<file path="src/rtl/tx_seq_pkg.sv">
// Shared state encoding and default widths for the DAC playback sequencer.
package tx_seq_pkg;
    localparam int DEF_ADDR_W  = 14;
    localparam int DEF_GUARD_W = 8;
    localparam int DEF_NCH     = 2;

    typedef enum logic [2:0] {
        S_IDLE,
        S_ARM,
        S_LEAD,
        S_PLAY,
        S_LAG
    } state_t;
endpackage

</file>
<file path="src/rtl/sync_edge.sv">
// Two-flop synchroniser for an asynchronous level, followed by a registered
// rising-edge pulse (one clk wide).
module sync_edge (
    input  logic clk,
    input  logic rst,
    input  logic d,
    output logic pulse
);
    logic [2:0] sh;

    always_ff @(posedge clk or posedge rst) begin
        if (rst) begin
            sh    <= '0;
            pulse <= 1'b0;
        end else begin
            sh    <= {sh[1:0], d};
            pulse <= sh[1] & ~sh[2];
        end
    end
endmodule

</file>
<file path="src/rtl/tx_sequencer.sv">
// Triggered DAC playback burst engine: RAM address, per-channel valid and PA
// enable with lead/lag guards. Define TX_SYSREF_ALIGN_EN to hold bursts in ARM until sysref.
module tx_sequencer
    import tx_seq_pkg::*;
#(
    parameter int ADDR_W  = DEF_ADDR_W,
    parameter int NCH     = DEF_NCH,
    parameter int GUARD_W = DEF_GUARD_W
) (
    input  logic               clk,
    input  logic               rst,
    input  logic               trig,
    input  logic               mode,
    input  logic [ADDR_W-1:0]  txsmps,
    input  logic [GUARD_W-1:0] lead,
    input  logic [GUARD_W-1:0] lag,
    input  logic [NCH-1:0]     chan_en,
    input  logic               abort,
    input  logic               sysref,
    output logic [ADDR_W-1:0]  tx_addr,
    output logic [NCH-1:0]     tx_valid,
    output logic               pa_en,
    output logic               busy,
    output logic               done,
    output logic               overrun
);
    // One extra bit so a length of 2^ADDR_W is representable.
    localparam int CW = ADDR_W + 1;

    state_t             state, state_d;
    logic [CW-1:0]      len_q, len_d, cnt_q, cnt_d;
    logic [GUARD_W-1:0] gcnt_q, gcnt_d, lead_q, lead_d, lag_q, lag_d;
    logic [NCH-1:0]     chen_q, chen_d;
    logic               mode_q, mode_d;
    logic               enter;

    logic [ADDR_W-1:0]  addr_d;
    logic [NCH-1:0]     valid_d;
    logic               pa_d, busy_d, done_d, ovr_d;

`ifdef TX_SYSREF_ALIGN_EN
    logic sync_pulse;

    sync_edge u_sync (
        .clk   (clk),
        .rst   (rst),
        .d     (sysref),
        .pulse (sync_pulse)
    );
`else
    logic unused_sysref;
    assign unused_sysref = sysref;
`endif

    always_comb begin
        state_d = state;
        len_d   = len_q;
        cnt_d   = cnt_q;
        gcnt_d  = gcnt_q;
        lead_d  = lead_q;
        lag_d   = lag_q;
        chen_d  = chen_q;
        mode_d  = mode_q;
        enter   = 1'b0;
        done_d  = 1'b0;
        ovr_d   = trig && (state != S_IDLE);

        case (state)
            S_IDLE: begin
                if (trig && !abort) begin
                    len_d  = {(txsmps == '0), txsmps};
                    lead_d = lead;
                    lag_d  = lag;
                    chen_d = chan_en;
                    mode_d = mode;
`ifdef TX_SYSREF_ALIGN_EN
                    state_d = S_ARM;
`else
                    enter   = 1'b1;
`endif
                end
            end
`ifdef TX_SYSREF_ALIGN_EN
            S_ARM: begin
                if (abort)           state_d = S_IDLE;
                else if (sync_pulse) enter   = 1'b1;
            end
`endif
            S_LEAD: begin
                if (abort)                state_d = S_IDLE;
                else if (gcnt_q == '0) begin
                    state_d = S_PLAY;
                    cnt_d   = '0;
                end else                  gcnt_d  = gcnt_q - GUARD_W'(1);
            end
            S_PLAY: begin
                if (abort) begin
                    state_d = S_IDLE;
                    cnt_d   = '0;
                end else if (cnt_q == len_q - CW'(1)) begin
                    cnt_d = '0;
                    // Continuous bursts re-check the live mode at every wrap.
                    if (mode_q && mode) begin
                        state_d = S_PLAY;
                    end else if (lag_q != '0) begin
                        state_d = S_LAG;
                        gcnt_d  = lag_q - GUARD_W'(1);
                    end else begin
                        state_d = S_IDLE;
                        done_d  = 1'b1;
                    end
                end else begin
                    cnt_d = cnt_q + CW'(1);
                end
            end
            S_LAG: begin
                if (abort)             state_d = S_IDLE;
                else if (gcnt_q == '0) begin
                    state_d = S_IDLE;
                    done_d  = 1'b1;
                end else               gcnt_d  = gcnt_q - GUARD_W'(1);
            end
            default: state_d = S_IDLE;
        endcase

        if (enter) begin
            cnt_d = '0;
            if (lead_d == '0) begin
                state_d = S_PLAY;
            end else begin
                state_d = S_LEAD;
                gcnt_d  = lead_d - GUARD_W'(1);
            end
        end

        busy_d  = (state_d != S_IDLE);
        pa_d    = (state_d == S_LEAD) || (state_d == S_PLAY) || (state_d == S_LAG);
        valid_d = (state_d == S_PLAY) ? chen_d : '0;
        addr_d  = (state_d == S_PLAY) ? cnt_d[ADDR_W-1:0] : '0;
    end

    always_ff @(posedge clk or posedge rst) begin
        if (rst) begin
            state    <= S_IDLE;
            len_q    <= '0;
            cnt_q    <= '0;
            gcnt_q   <= '0;
            lead_q   <= '0;
            lag_q    <= '0;
            chen_q   <= '0;
            mode_q   <= 1'b0;
            tx_addr  <= '0;
            tx_valid <= '0;
            pa_en    <= 1'b0;
            busy     <= 1'b0;
            done     <= 1'b0;
            overrun  <= 1'b0;
        end else begin
            state    <= state_d;
            len_q    <= len_d;
            cnt_q    <= cnt_d;
            gcnt_q   <= gcnt_d;
            lead_q   <= lead_d;
            lag_q    <= lag_d;
            chen_q   <= chen_d;
            mode_q   <= mode_d;
            tx_addr  <= addr_d;
            tx_valid <= valid_d;
            pa_en    <= pa_d;
            busy     <= busy_d;
            done     <= done_d;
            overrun  <= ovr_d;
        end
    end
endmodule

</file>
<file path="config.mk">
export PLATFORM = sky130hd
export DESIGN_NAME = tx_sequencer
export DESIGN_NICKNAME = d
export VERILOG_FILES = /design/src/rtl/tx_seq_pkg.sv /design/src/rtl/sync_edge.sv /design/src/rtl/tx_sequencer.sv
export SDC_FILE = /design/constraint.sdc
export NUM_CORES = 1
export LEC_CHECK = 0
export BUFFER_PORTS_ARGS = -buffer_cell sky130_fd_sc_hd__clkbuf_2
export CAP_MARGIN = 20
export CORE_AREA = 2 2 91 137
export CTS_BUF_LIST = sky130_fd_sc_hd__clkbuf_4
export DETAILED_ROUTE_END_ITERATION = 10
export DIE_AREA = 0 0 93 139
export SYNTH_ARGS = -nofsm -noshare
export SYNTH_HDL_FRONTEND = slang
export SYNTH_HIERARCHICAL = 1
export SYNTH_SLANG_ARGS = --single-unit
</file>
<file path="constraint.sdc">
create_clock -name clk -period 4.3 [get_ports clk]
set_clock_uncertainty 0.2 [all_clocks]
set_input_delay 0.215 -clock clk [delete_from_list [all_inputs] [get_ports clk]]
set_output_delay 0.215 -clock clk [all_outputs]
set_load 0.005 [all_outputs]
</file>
==> reports/results.txt <==
Status - finished, final reports clean
Clock Tree Buf Depth - 2
Data arrival time of the worst path - 3570 ps
CTS buffer count - 9
H-tree Lvls - 3
Number of synthesized register bits - 80
Min Hold Slack - 201 ps
Critical path cell sequence - inv_1 > ha_1 > xnor3_1 > nand4_1 > a2111oi_4 > o22ai_4 > nor3_1 > a31oi_1 > or2_2
DR pass1 iterations - 4
Commonest non-fill, non-tap cell in the layout - nand2_1
Critical Path RT - 4450 ps
P_int - 0.00139 W
Post-CTS sizing - 0
Slew Viols, Final - 0
Vias - 3,971
Drc violations - 0
Post-synth ARST share - 100%
CP max stage cell - a2111oi_4
Final setup fails - 0
Worst path max stage delay - 500 ps
Post-DP HPWL - 8670 um
Post-Synth Adder-Cell Area - 1.90%
CTS root buffer - clkbuf_4
Crit share post-route - 79.5%
Core Area - 11,800 sq um
Share of cells above drive strength 1 - 17.5%
Layout area overhead - 20.6%
Fill count - 1,172
Reg clk slew, reported paths - 140 ps
Placed cell areas - 5010 sq um
IO Count - 58
Num rows - 49
Place WS - 912 ps
Mapped cell area - 4600 sq um
Antenna-violating nets left - 0
Initial cell density of the core - 39.1%
GR Overflow Total - 0
Main combinational cell family by area after synthesis - simple AND/OR/NAND/NOR gates
Final RePlAce weighted congestion - 0.885
Worst Path Class, Setup - reg -> reg
Fin cells - 744
MaxCap Viol Count - 0
Fmax - 0.293 GHz
Startpoint types - register
Syn avg cell area - 9.25 sq um
Post-synth EDFFs - 0
Die W - 93 um
Pin count of the biggest net entering global routing - 46
Min cycle time layout - 3420 ps
Delay-heaviest family, CP - simple AND/OR/NAND/NOR gates
Pleak - 2.67 nW
CTS tree - built
Crit path buf inv count - 1
CP Max Fanout - 6
Setup TNS - 0 ps
Yosys cell types - 68
Cell Pwr Density - 394 nW/um^2
Sw power - 0.000788 W
Critical path endpoint category - register
Vert. Die Dim - 139 um
Post-CTS Setup Inserts - 0
RSZ-0062 raised after global routing - false
Mux contribution to synthesized area - 3.21%
# placed instances - 690
Post-synthesis sequential area ratio - 43.5%
Vias in the first global route - 3,920
Worst slew pin tran - 794 ps
Slew HR - 47.0%
XOR/XNOR share of the synthesized area - 7.83%
Sequential share of power - 45.7%
Design area - 5550 sq um
Die footprint - 12,900 sq um
1st-iter DRT viols - 140
First-pass GRT wire length - 19,300 um
Simple logic cell fraction of the synthesized area - 24.7%
Final WL - 11,900 um
Peak VDD IR - 0.000169 V
Number of port buffers - 56
DR vias/cell - 5.34
Fin nets - 630
Most frequent cells in the layout - 93 x nand2_1, 80 x dfrtp_1, 56 x clkbuf_2
HP Class - in -> async
Final hold violation count - 0
Antenna violations before repair - 1
Syn Inst Count - 497
Worst-Skew Late Latency - 450 ps
Clock sinks - 80
Ys Warns - 6
Clk pwr share - 23.6%
Final WS setup - 882 ps
Tot GR Track Use - 19.1%
Compound-Gate Fraction of Synth Area - 15.3%
Gate power share - 30.6%
Ys flop type - dfrtp_1
Syn_nets - 542
Routed WL per cell - 16.0 um
Switching Fraction - 36.1%
[worst paths after layout]
check | depth (start not counted) | start | slack, ps | to
max | 9 | len_q[0] | 880 | pa_en
min | 3 | rst | 200 | lead_q[6]
max reg2reg | 9 | len_q[0] | 880 | pa_en
min reg2reg | 2 | chen_q[1] | 290 | chen_q[1]
max in group asynchronous | 4 | rst | 2710 | lag_q[5]
min in group clk | 2 | chen_q[1] | 290 | chen_q[1]
[synthesized netlist by cell type, types with 9 or more instances]
library cell	instances	area share, %
nor3_1	20	2.2
a21oi_1	12	1.3
a21o_1	15	2.4
xnor2_1	20	3.8
nand2_1	93	7.6
clkbuf_1	15	1.2
nor4_1	9	1.2
dfrtp_1	80	44
o21ai_0	14	1.5
nor2_1	35	2.9
inv_1	16	1.3
xor2_1	16	3.0
mux2i_1	11	2.4
nand3_1	13	1.4
[state kept, by name, summed over array words and instances, names as in the netlist, 2 cells and up]
register	flops
cnt_q	15
gcnt_q	8
state	3
tx_valid	2
tx_addr	14
lag_q	8
lead_q	8
chen_q	2
len_q	15
[logic make-up after synthesis]
logic type	Yosys count
buffers and inverters	38
muxes	14
adders and majority gates	7
and+or+nand+nor	228
xor gates and xnor gates	38
AOI/OAI and AO/OA	92
DFF	80
[cell type report]
type | instances | area [sq um] | share of cell area, %
inverter | 16 | 61.3 | 1.11
sequential | 80 | 2000 | 36.1
antenna | 1 | 2.50 | 0.0451
multi-input combinational | 379 | 2430 | 43.9
clock inverter | 7 | 93.8 | 1.69
tap | 153 | 191 | 3.45
timing repair buffer | 99 | 693 | 12.5
clock buffer | 9 | 67.6 | 1.22
[power groups by stage]
stage	clock, W	sequential (W)	combinational, W
4_1_cts	0.000532	0.000998	0.000669
6_report	0.000516	0.000999	0.000669
3_5_place_dp	0	0.00101	0.000636
2_1_floorplan	0	0.000958	0.000506
3_3_place_gp	0	0.00101	0.000624
5_1_grt	0.000565	0.00102	0.000743
[timing repair]
item                                   4_1_cts  5_1_grt
setup endpoints to repair                    0        0
hold buffers                                36        0
endpoints found under the hold margin       83        0
[worst register-to-register path, stage by stage (launching register included)]
cell,delay (ps)
dfrtp_1,460
inv_1,110
ha_1,270
xnor3_1,390
nand4_1,150
a2111oi_4,500
o22ai_4,150
nor3_1,460
a31oi_1,300
or2_2,350
[routing by layer]
metal / part of all wire, % / up-vias / GRT usage (%) / wire length [um]
met5: 0 / - / 0 / 0
met4: 2.5 / 0 / 6.89 / 293
met3: 3.7 / 20 / 4.08 / 444
met2: 55 / 101 / 35.2 / 6570
met1: 39 / 1913 / 21.1 / 4590
li1: - / 1937 / - / -
[metrics by stage]
| step | power [W] | utilization (%) |
|---|---|---|
| after floorplan | 0.00146 | - |
| after global placement | 0.00163 | 42.6 |
| after detailed placement | 0.00165 | 42.6 |
| after CTS | 0.00220 | 47.0 |
| after global routing | 0.00233 | 47.1 |
| final | 0.00218 | 47.1 |
No activity file was read; power rests on OpenSTA's default activity.
